File: config.mk
export PLATFORM = sky130hd
export DESIGN_NAME = i2c_slave_regbank
export DESIGN_NICKNAME = d
export VERILOG_FILES = /design/src/rtl/i2c_slave_regbank.sv
export SDC_FILE = /design/constraint.sdc
export NUM_CORES = 1
export LEC_CHECK = 0
export ABC_CLOCK_PERIOD_IN_PS = 3000
export CAP_MARGIN = 20
export CORE_ASPECT_RATIO = 1.25
export CORE_MARGIN = 10
export CORE_UTILIZATION = 30
export CTS_CLUSTER_DIAMETER = 200
export DETAILED_ROUTE_END_ITERATION = 10
export PLACE_DENSITY = 0.46
export SLEW_MARGIN = 20
export SYNTH_ARGS = -nofsm -noshare
export SYNTH_HDL_FRONTEND = slang
export SYNTH_SLANG_ARGS = --single-unit
export TNS_END_PERCENT = 100
File: constraint.sdc
create_clock -name clk -period 3 [get_ports clk]
set_input_delay 0.3 -clock clk [delete_from_list [all_inputs] [get_ports clk]]
set_output_delay 0.3 -clock clk [all_outputs]
set_load 0.01 [all_outputs]
File: src/rtl/i2c_slave_regbank.sv
// i2c_slave_regbank: I2C target with a bank of NUM_REGS byte registers, pointer auto-increment, repeated START.
// Latency: pins pass SYNC_STAGES sync flops plus an edge flop; sda_oe updates one clk after the synchronised SCL fall.
// Backpressure: none; the bus master owns SCL and this target never stretches the clock.
//
// Ports:
//   clk, rst_n        system clock (>= 8x SCL) and async active-low reset
//   scl_in, sda_in    raw pin levels, oversampled in the clk domain
//   sda_oe            1 = pull SDA low (open-drain pad)
//   regs_out          register bank, reg k at [8k+7:8k]
//   wr_pulse, wr_idx  one-clk strobe and register index for each committed data byte
//   busy              high from an address-matched START until STOP
//
// Optional build macro GENERAL_CALL_EN: ACK general call address 7'h00 (W) and treat data byte
// 8'h06 as a software reset of the bank and pointer.
module i2c_slave_regbank #(
  parameter logic [6:0] I2C_ADR     = 7'h27,
  parameter int         NUM_REGS    = 4,
  parameter logic [7:0] RESET_VAL   = 8'h00,
  parameter int         SYNC_STAGES = 2
) (
  input  logic                  clk,
  input  logic                  rst_n,
  input  logic                  scl_in,
  input  logic                  sda_in,
  output logic                  sda_oe,
  output logic [8*NUM_REGS-1:0] regs_out,
  output logic                  wr_pulse,
  output logic [6:0]            wr_idx,
  output logic                  busy
);

  localparam int            PW    = $clog2(NUM_REGS);
  localparam logic [7:0]    NREG8 = 8'(NUM_REGS);
  localparam logic [PW-1:0] LAST  = PW'(NUM_REGS - 1);

  typedef enum logic [3:0] {
    S_IDLE, S_ADDR, S_ADDR_ACK, S_PTR, S_PTR_ACK,
    S_WDATA, S_WDATA_ACK, S_RDATA, S_RACK
  } state_t;

  // ---------------- input conditioning ----------------
  logic [SYNC_STAGES-1:0] r_scl_sync, r_sda_sync;
  logic                   r_scl_d, r_sda_d;
  logic                   w_scl, w_sda;
  logic                   w_scl_rise, w_scl_fall, w_start, w_stop;

  // Sync chains reset to the idle-bus level so reset release cannot fake an edge.
  always_ff @(posedge clk or negedge rst_n) begin
    if (!rst_n) begin
      r_scl_sync <= '1;
      r_sda_sync <= '1;
      r_scl_d    <= 1'b1;
      r_sda_d    <= 1'b1;
    end else begin
      r_scl_sync <= {r_scl_sync[SYNC_STAGES-2:0], scl_in};
      r_sda_sync <= {r_sda_sync[SYNC_STAGES-2:0], sda_in};
      r_scl_d    <= w_scl;
      r_sda_d    <= w_sda;
    end
  end

  assign w_scl      = r_scl_sync[SYNC_STAGES-1];
  assign w_sda      = r_sda_sync[SYNC_STAGES-1];
  assign w_scl_rise =  w_scl & ~r_scl_d;
  assign w_scl_fall = ~w_scl &  r_scl_d;
  // START/STOP need SCL high on both samples, so they can never share a clk with an SCL edge;
  // the FSM still tests them first.
  assign w_start    = w_scl & r_scl_d &  r_sda_d & ~w_sda;
  assign w_stop     = w_scl & r_scl_d & ~r_sda_d &  w_sda;

  // ---------------- state and datapath registers ----------------
  state_t        r_state, w_state_nxt;
  logic [2:0]    r_bit;
  logic          r_full;     // 8 bits received/sent; the next SCL fall enters the ACK slot
  logic [7:0]    r_shift;    // receive shifter, also holds the master ACK bit in RACK
  logic [6:0]    r_tx;       // remaining read bits, next bit to drive at [6]
  logic          r_rw;
  logic          r_gc;       // general-call transaction in progress
  logic [PW-1:0] r_ptr;
  logic [7:0]    r_regs [NUM_REGS];
  logic          r_sda_oe;
  logic          r_busy;
  logic          r_wr_pulse;
  logic [6:0]    r_wr_idx;

  logic [7:0]    w_rx_byte;
  logic [7:0]    w_rd_byte;
  logic          w_data_state;

  assign w_rx_byte    = {r_shift[6:0], w_sda};
  assign w_rd_byte    = r_regs[r_ptr];
  assign w_data_state = (r_state == S_ADDR)  || (r_state == S_PTR) ||
                        (r_state == S_WDATA) || (r_state == S_RDATA);

  // ---------------- FSM control ----------------
  logic w_oe_upd, w_oe_nxt, w_bit_clr, w_full_clr, w_rw_cap;
  logic w_load_tx, w_shift_tx, w_ptr_load, w_ptr_inc, w_wr_en;
  logic w_gc_rst, w_gc_set, w_gc_clr, w_busy_set, w_busy_clr;

  always_ff @(posedge clk or negedge rst_n) begin
    if (!rst_n) r_state <= S_IDLE;
    else        r_state <= w_state_nxt;
  end

  always_comb begin
    w_state_nxt = r_state;
    w_oe_upd    = 1'b0;
    w_oe_nxt    = 1'b0;
    w_bit_clr   = 1'b0;
    w_full_clr  = 1'b0;
    w_rw_cap    = 1'b0;
    w_load_tx   = 1'b0;
    w_shift_tx  = 1'b0;
    w_ptr_load  = 1'b0;
    w_ptr_inc   = 1'b0;
    w_wr_en     = 1'b0;
    w_gc_rst    = 1'b0;
    w_gc_set    = 1'b0;
    w_gc_clr    = 1'b0;
    w_busy_set  = 1'b0;
    w_busy_clr  = 1'b0;

    if (w_stop) begin
      w_state_nxt = S_IDLE;
      w_oe_upd    = 1'b1;
      w_bit_clr   = 1'b1;
      w_full_clr  = 1'b1;
      w_gc_clr    = 1'b1;
      w_busy_clr  = 1'b1;
    end else if (w_start) begin
      // Repeated START keeps the pointer so a write of the pointer can precede a read.
      w_state_nxt = S_ADDR;
      w_oe_upd    = 1'b1;
      w_bit_clr   = 1'b1;
      w_full_clr  = 1'b1;
      w_gc_clr    = 1'b1;
    end else begin
      case (r_state)
        S_IDLE: w_state_nxt = S_IDLE;

        S_ADDR: begin
          if (w_scl_fall && r_full) begin
            w_full_clr = 1'b1;
            w_rw_cap   = 1'b1;
            w_oe_upd   = 1'b1;
            if (r_shift[7:1] == I2C_ADR) begin
              w_state_nxt = S_ADDR_ACK;
              w_oe_nxt    = 1'b1;
              w_busy_set  = 1'b1;
`ifdef GENERAL_CALL_EN
            end else if (r_shift == 8'h00) begin
              w_state_nxt = S_ADDR_ACK;
              w_oe_nxt    = 1'b1;
              w_gc_set    = 1'b1;
`endif
            end else begin
              w_state_nxt = S_IDLE;
            end
          end
        end

        S_ADDR_ACK: begin
          if (w_scl_fall) begin
            w_oe_upd  = 1'b1;
            w_bit_clr = 1'b1;
            if (r_rw) begin
              // Read: first data bit goes out as the ACK slot closes.
              w_state_nxt = S_RDATA;
              w_load_tx   = 1'b1;
              w_oe_nxt    = ~w_rd_byte[7];
            end else begin
              w_state_nxt = S_PTR;
            end
          end
        end

        S_PTR: begin
          if (w_scl_fall && r_full) begin
            w_full_clr = 1'b1;
            w_oe_upd   = 1'b1;
            if (r_gc) begin
              if (r_shift == 8'h06) begin
                w_state_nxt = S_PTR_ACK;
                w_oe_nxt    = 1'b1;
              end else begin
                w_state_nxt = S_IDLE;
              end
            end else if (r_shift < NREG8) begin
              w_state_nxt = S_PTR_ACK;
              w_oe_nxt    = 1'b1;
              w_ptr_load  = 1'b1;
            end else begin
              w_state_nxt = S_IDLE;
            end
          end
        end

        S_PTR_ACK: begin
          if (w_scl_fall) begin
            w_oe_upd = 1'b1;
            if (r_gc) begin
              // General-call reset takes effect as the ACK slot of 8'h06 closes.
              w_gc_rst    = 1'b1;
              w_state_nxt = S_PTR;
            end else begin
              w_state_nxt = S_WDATA;
            end
          end
        end

        S_WDATA: begin
          if (w_scl_rise && (r_bit == 3'd7)) w_wr_en = 1'b1;
          if (w_scl_fall && r_full) begin
            w_full_clr  = 1'b1;
            w_state_nxt = S_WDATA_ACK;
            w_oe_upd    = 1'b1;
            w_oe_nxt    = 1'b1;
            w_ptr_inc   = 1'b1;
          end
        end

        S_WDATA_ACK: begin
          if (w_scl_fall) begin
            w_state_nxt = S_WDATA;
            w_oe_upd    = 1'b1;
          end
        end

        S_RDATA: begin
          if (w_scl_fall) begin
            w_oe_upd = 1'b1;
            if (r_full) begin
              // Byte done: release SDA for the master's ACK slot.
              w_full_clr  = 1'b1;
              w_state_nxt = S_RACK;
              w_ptr_inc   = 1'b1;
            end else begin
              w_oe_nxt   = ~r_tx[6];
              w_shift_tx = 1'b1;
            end
          end
        end

        S_RACK: begin
          if (w_scl_fall) begin
            w_oe_upd  = 1'b1;
            w_bit_clr = 1'b1;
            if (!r_shift[0]) begin
              w_state_nxt = S_RDATA;
              w_load_tx   = 1'b1;
              w_oe_nxt    = ~w_rd_byte[7];
            end else begin
              w_state_nxt = S_IDLE;
            end
          end
        end

        default: w_state_nxt = S_IDLE;
      endcase
    end
  end

  // ---------------- datapath ----------------
  always_ff @(posedge clk or negedge rst_n) begin
    if (!rst_n) begin
      r_bit      <= '0;
      r_full     <= 1'b0;
      r_shift    <= '0;
      r_tx       <= '0;
      r_rw       <= 1'b0;
      r_gc       <= 1'b0;
      r_ptr      <= '0;
      r_sda_oe   <= 1'b0;
      r_busy     <= 1'b0;
      r_wr_pulse <= 1'b0;
      r_wr_idx   <= '0;
      for (int k = 0; k < NUM_REGS; k++) r_regs[k] <= RESET_VAL;
    end else begin
      r_wr_pulse <= w_wr_en;
      if (w_wr_en) r_wr_idx <= 7'(r_ptr);

      if (w_bit_clr)                       r_bit <= '0;
      else if (w_scl_rise && w_data_state) r_bit <= r_bit + 3'd1;

      if (w_full_clr)                                          r_full <= 1'b0;
      else if (w_scl_rise && w_data_state && (r_bit == 3'd7)) r_full <= 1'b1;

      if (w_scl_rise && (r_state != S_IDLE)) r_shift <= w_rx_byte;

      if (w_rw_cap) r_rw <= r_shift[0];

      if (w_gc_set)      r_gc <= 1'b1;
      else if (w_gc_clr) r_gc <= 1'b0;

      if (w_oe_upd) r_sda_oe <= w_oe_nxt;

      if (w_busy_set)      r_busy <= 1'b1;
      else if (w_busy_clr) r_busy <= 1'b0;

      if (w_load_tx)       r_tx <= w_rd_byte[6:0];
      else if (w_shift_tx) r_tx <= {r_tx[5:0], 1'b0};

      if (w_gc_rst)        r_ptr <= '0;
      else if (w_ptr_load) r_ptr <= r_shift[PW-1:0];
      else if (w_ptr_inc)  r_ptr <= (r_ptr == LAST) ? '0 : r_ptr + 1'b1;

      for (int k = 0; k < NUM_REGS; k++) begin
        if (w_gc_rst)                                r_regs[k] <= RESET_VAL;
        else if (w_wr_en && (r_ptr == PW'(k)))       r_regs[k] <= w_rx_byte;
      end
    end
  end

  for (genvar g = 0; g < NUM_REGS; g++) begin : g_regs_out
    assign regs_out[8*g +: 8] = r_regs[g];
  end

  assign sda_oe   = r_sda_oe;
  assign busy     = r_busy;
  assign wr_pulse = r_wr_pulse;
  assign wr_idx   = r_wr_idx;

endmodule
# Word level (Yosys, flattened, before mapping)
# Index checks and enable logic that the tools add are counted.
[word_totals]
regBits = 69
inputBits = 4
[op_classes]
magnitude_cmp = 2
addsub = 2
n_mux = 88
n_eq_ne = 22
n_reduce_logical = 24
bitwise_logic = 14
[op_table]
columns = ["operator", "count"]
rows = [
  ["two-way mux 1 bit", 54],
  ["two-way mux 8 bit", 6],
  ["two-way mux 4 bit", 10],
  ["one-hot mux 4 bit (7 select lines)", 1],
  ["inequality test 4 bit, second input constant", 6],
  ["binary-select mux 8 bit (select 2 bit)", 1],
  ["equality test 4 x 3 -> 1 bit, second input constant", 4],
  ["two-way mux 3 bit", 5],
  ["two-way mux 7 bit", 2],
  ["inequality test 4 x 3 -> 1 bit, second input constant", 3],
  ["logical AND 1 bit", 9],
  ["AND reduction 9 bit", 1],
  ["equality test 4 x 2 -> 1 bit, second input constant", 2],
  ["less-than comparator 8 x 3 -> 1 bit, second input constant", 1],
  ["two-way mux 2 bit", 4],
  ["one-hot mux 1 bit (2 select lines)", 4],
  ["nonzero test 2 bit", 4],
  ["AND 1 bit", 7],
  ["equality test 7 x 6 -> 1 bit, second input constant", 1],
  ["NOT 1 bit", 6],
  ["one-hot mux 1 bit (6 select lines)", 1],
  ["OR reduction 5 bit", 1],
  ["equality test 2 bit, second input constant", 2],
  ["equality test 4 x 1 -> 1 bit, second input constant", 1],
  ["13 further kinds", 16],
]

# Depth between registers and ports, before layout
[logic_depth]
word_depth = 10
depth_mapped = 7
depth_no_buf = 5

# Least setup slack after synthesis
# OpenSTA, ideal clock, no wires.
[synth_timing]
path_kind = "register -> register"
startpoint = "register r_scl_d"
endpoint = "register r_tx[1]"
path_buffers = 1
setup_time_ns = 0.126
period_less_slack_ns = 1.868
stages_incl_launch_ff = 6
arrival_ns = 1.742
slack_ns = 1.132
path_cell_list = "dfstp_2 buf_2 nand2b_1 or4_4 and2_4 a221o_1"
[synth_via]
elab_chain_len = 6
word_cells_on_any_way = 17
classes_between = "mux: 10; bitwise: 6; reduce/logical: 1"
[synth_lines]
columns = ["element", "line", "text"]
rows = [
  ["from (decl)", "43", "logic r_scl_d, r_sda_d;"],
  ["from (signal assigned)", "57", "r_scl_d <= w_scl;"],
  ["AND 1 bit, on equally long branches", "65, 68, 69", ""],
  ["two-way mux 1 bit (tied with other cells)", "245", "if (w_scl_fall) begin"],
  ["one-hot mux 1 bit (2 select lines) (tied with other cells)", "138", "case (r_state)"],
  ["two-way mux 1 bit", "130", "end else if (w_start) begin"],
  ["two-way mux 1 bit", "123", "if (w_stop) begin"],
  ["two-way mux 7 bit or nonzero test 2 bit (tied branches)", "--", ""],
  ["to (signal assigned)", "300", "if (w_load_tx) r_tx <= w_rd_byte[6:0];"],
  ["to (signal assigned)", "301", "else if (w_shift_tx) r_tx <= {r_tx[5:0], 1'b0};"],
  ["to (decl)", "76", "logic [6:0] r_tx;"],
]
# Several ways; a longest one is shown, not always the timed one.
# A chain may end at the register's enable or synchronous reset.

# Worst setup path after layout
[layout_timing]
startpoint = "register r_state[1]"
endpoint = "register r_tx[5]"
[layout_via]
elab_chain_len = 5
word_cells_on_any_way = 11
classes_between = "eq/ne: 3; mux: 7; reduce/logical: 1"
[layout_lines]
columns = ["element", "line", "text"]
rows = [
  ["from (decl)", "72", "state_t r_state, w_state_nxt;"],
  ["from (signal assigned)", "102", "else r_state <= w_state_nxt;"],
  ["equality test 4 bit (tied with other cells)", "138", ""],
  ["one-hot mux 1 bit (2 select lines) or two-way mux 1 bit (tied branches)", "138", ""],
  ["two-way mux 1 bit", "130", ""],
  ["two-way mux 1 bit", "123", ""],
  ["two-way mux 7 bit or nonzero test 2 bit (tied branches)", "--", ""],
]
# Several ways; a longest one is shown, not always the timed one.

==> impl_metrics.env <==
export IMPL_run_status="completed"
export IMPL_vias_per_cell=5.018
export IMPL_synth_compound_area_share_pct=8.228
export IMPL_mostFrequentLayoutCells="dfrtp_1, mux2_2, clkdlybuf4s50_1"
export IMPL_maxSlewHeadroom_pct=34.72
export IMPL_crit_path_end_kind="flop"
export IMPL_die_x_um=114.9
export IMPL_post_cts_buffers=0
export IMPL_combinationalPowerShare_pct=5.5
export IMPL_fmax_ghz=0.4382
export IMPL_grt_pass1_vias=2458
export IMPL_fin_crit_ns=2.282
export IMPL_p_sw_share_pct=24.29
export IMPL_synth_xor_area_share_pct=1.038
export IMPL_initial_core_util_pct=30.46
export IMPL_htreeDepth=3
export IMPL_numCtsBuffers=9
export IMPL_drv_cap=0
export IMPL_holdWs_ns=0.01573
export IMPL_ys_flop_type="dfrtp_1"
export IMPL_worstMarginPinSlew_ns=0.9702
export IMPL_setup_tns_ns=0
export IMPL_critPathLaunch="r_state[1]$_DFFE_PN0P_"
export IMPL_slew_violations=0
export IMPL_ir_drop_mv=0.3294
export IMPL_r2r_start="r_state[1]$_DFFE_PN0P_"
export IMPL_seq_power_share_pct=47.9
export IMPL_power_leakage_nw=1.806
export IMPL_path_class="flop to flop"
export IMPL_stdcell_area_um2=4168
export IMPL_row_count=43
export IMPL_clock_sinks=69
export IMPL_top_level_ports=46
export IMPL_vias=2243
export IMPL_antenna_found_initial=0
export IMPL_internal_power_w=0.001700
export IMPL_p_per_area_nw_per_um2=538.7
export IMPL_grt_max_degree=38
export IMPL_synth_simple_gate_area_share_pct=12.75
export IMPL_ctsHoldBuffers=0
export IMPL_drt_iter0_markers=71
export IMPL_drc=0
export IMPL_die_h_um=138.6
export IMPL_core_region_area_um2=11080
export IMPL_required_ns=3.21
export IMPL_final_common_cell="dfrtp_1"
export IMPL_finalClockSkew_ns=0.007074
export IMPL_r2r_end="r_tx[5]$_DFFE_PN0P_"
export IMPL_dpl_worst_slack_ns=0.7539
export IMPL_fin_nets=317
export IMPL_dieArea_um2=15920
export IMPL_antenna_cells=0
export IMPL_clock_power_share_pct=46.6
export IMPL_grt_ovfl_total=0
export IMPL_dpl_cell_area_um2=3874
export IMPL_yosysWarnings=0
export IMPL_grt_total_usage_pct=11.21
export IMPL_ys_async_sr_fraction_pct=100.0
export IMPL_firstDrtPassIters=4
export IMPL_ys_ff_latch=69
export IMPL_portBuffers=40
export IMPL_synthAdderAreaFrac_pct=2.224
export IMPL_startpoint_type="flop"
export IMPL_synthCells=265
export IMPL_synth_avg_cell_area_um2=12.74
export IMPL_clock_latency_ns=0.33
export IMPL_tritoncts="yes"
export IMPL_cts_max_path_buffers=2
export IMPL_cts_resized_gates=0
export IMPL_cts_reportedPaths_clkPinSlew_ns=0.06
export IMPL_ant_nets=0
export IMPL_synth_top_family_by_area="multiplexers"
export IMPL_crit_arrival_ns=2.49
export IMPL_crit_fanout=13
export IMPL_synth_distinct_cells=55
export IMPL_finalCritPeriodShare_pct=76.08
export IMPL_seq_area_frac_synth_pct=51.37
export IMPL_reg2reg_slack_ns=0.72
export IMPL_drive_gt1_share_pct=27.88
export IMPL_wl_per_cell_um=18.85
export IMPL_hold_class="primary input to async pin"
export IMPL_final_setup_worst_slack_ns=0.7177
export IMPL_syn_area_um2=3376
export IMPL_cts_root_buf="clkbuf_16"
export IMPL_synth_area_leader_cell="dfrtp_1"
export IMPL_rsz0062_at_grt="no"
export IMPL_fin_util_pct=37.60
export IMPL_ys_top_cells_by_area="dfrtp_1, mux2_2, mux4_2, dfstp_2, ha_1"
export IMPL_gp_congestion=0.8807
export IMPL_synth_edf_count=0
export IMPL_grt_pass1_wl_um=13890
export IMPL_syn_to_final_growth_pct=23.46
export IMPL_hpwlAfterDp_um=6184
export IMPL_reg2reg_depth=5
export IMPL_hold_viol=0
export IMPL_synthMuxAreaShare_pct=20.53
export IMPL_synth_top_area_share_pct=46.70
export IMPL_finalSetupViolations=0
export IMPL_wl_um=8426
export IMPL_switchingPower_w=0.0005453
how the worst max path moves through the flow:
stage                                      to  slack, ns  cells after the start
after floorplan           r_tx[1]$_DFFE_PN0P_       1.13                      5
after global placement    r_tx[3]$_DFFE_PN0P_       0.72                      5
after detailed placement  r_tx[5]$_DFFE_PN0P_       0.75                      5
after CTS                 r_tx[5]$_DFFE_PN0P_       0.72                      5
after global routing      r_tx[3]$_DFFE_PN0P_       0.58                      5
final                     r_tx[5]$_DFFE_PN0P_       0.72                      5
through the flow:
stage / cells / power, W
3_5_place_dp: 431 / 0.001221
5_1_grt: 447 / 0.002353
3_3_place_gp: 431 / 0.001218
6_report: 447 / 0.002245
2_1_floorplan: 269 / 0.001148
4_1_cts: 447 / 0.002277
flip-flops by register name, summed over array words and instances, names as in the netlist, 2 cells and up:
name	cells
r_bit	3
r_tx	7
r_sda_sync	2
r_scl_sync	2
r_ptr	2
wr_idx	2
r_shift	8
r_state	4
regs_out	32
synth_stat cells (all sizes together), types with 2 or more instances:
library cell,instances
a21oi,10
mux2i,4
dfrtp,63
or2,2
nand3,2
inv,6
nor2b,5
mux2,42
nand4,2
buf,14
and3,2
a2bb2oi,2
nand2b,3
nor3b,3
nand2,20
nor2,15
and2,2
and2b,2
clkbuf,2
mux4,8
dfstp,6
a221o,4
xnor2,3
ha,6
o21ai,9
or4,3
nor4,4
o221ai,2
a31oi,3
o22ai,3
worst max-delay path: stages, from the launching register on:
cell	delay (ns)
dfrtp_1	0.69
and2b_1	0.27
a21oi_1	0.08
or4_1	0.59
and2_4	0.23
a221o_1	0.29
kinds of logic (layout without fill, tap and decap cells):
family | after synthesis | after routing
flops | 69 | 69
simple gates | 68 | 68
mux | 54 | 54
compound gates | 41 | 41
buf+inv | 22 | 65
fa+ha+maj | 6 | 6
xor+xnor | 4 | 4
other cells | 1 | 5
layer usage:
layer / global-route usage [%] / share of wire, %
met5: 0 / 0
met4: 4.765 / 1.7
met3: 2.511 / 4.0
met2: 19.27 / 54
met1: 12.84 / 40
power groups by stage:
stage	combinational [W]	clock, W	sequential (W)
final	0.000123	0.00105	0.00108
after global routing	0.000142	0.00112	0.00109
after CTS	0.000127	0.00107	0.00108
after detailed placement	0.000126	0	0.00109
after global placement	0.000123	0	0.00109
after floorplan	0.0000970	0	0.00105
layout make-up:
| type | instances | area [um^2] |
|---|---|---|
| clock inverters | 4 | 47.55 |
| well taps | 135 | 168.9 |
| multi-input cells | 178 | 1530 |
| clock buffers | 12 | 246.5 |
| fillers | 1084 | 6915 |
| inverters | 6 | 22.52 |
| repair buffers | 43 | 417.9 |
| flip-flops and latches | 69 | 1734 |
No activity file was read; power rests on OpenSTA's default activity.
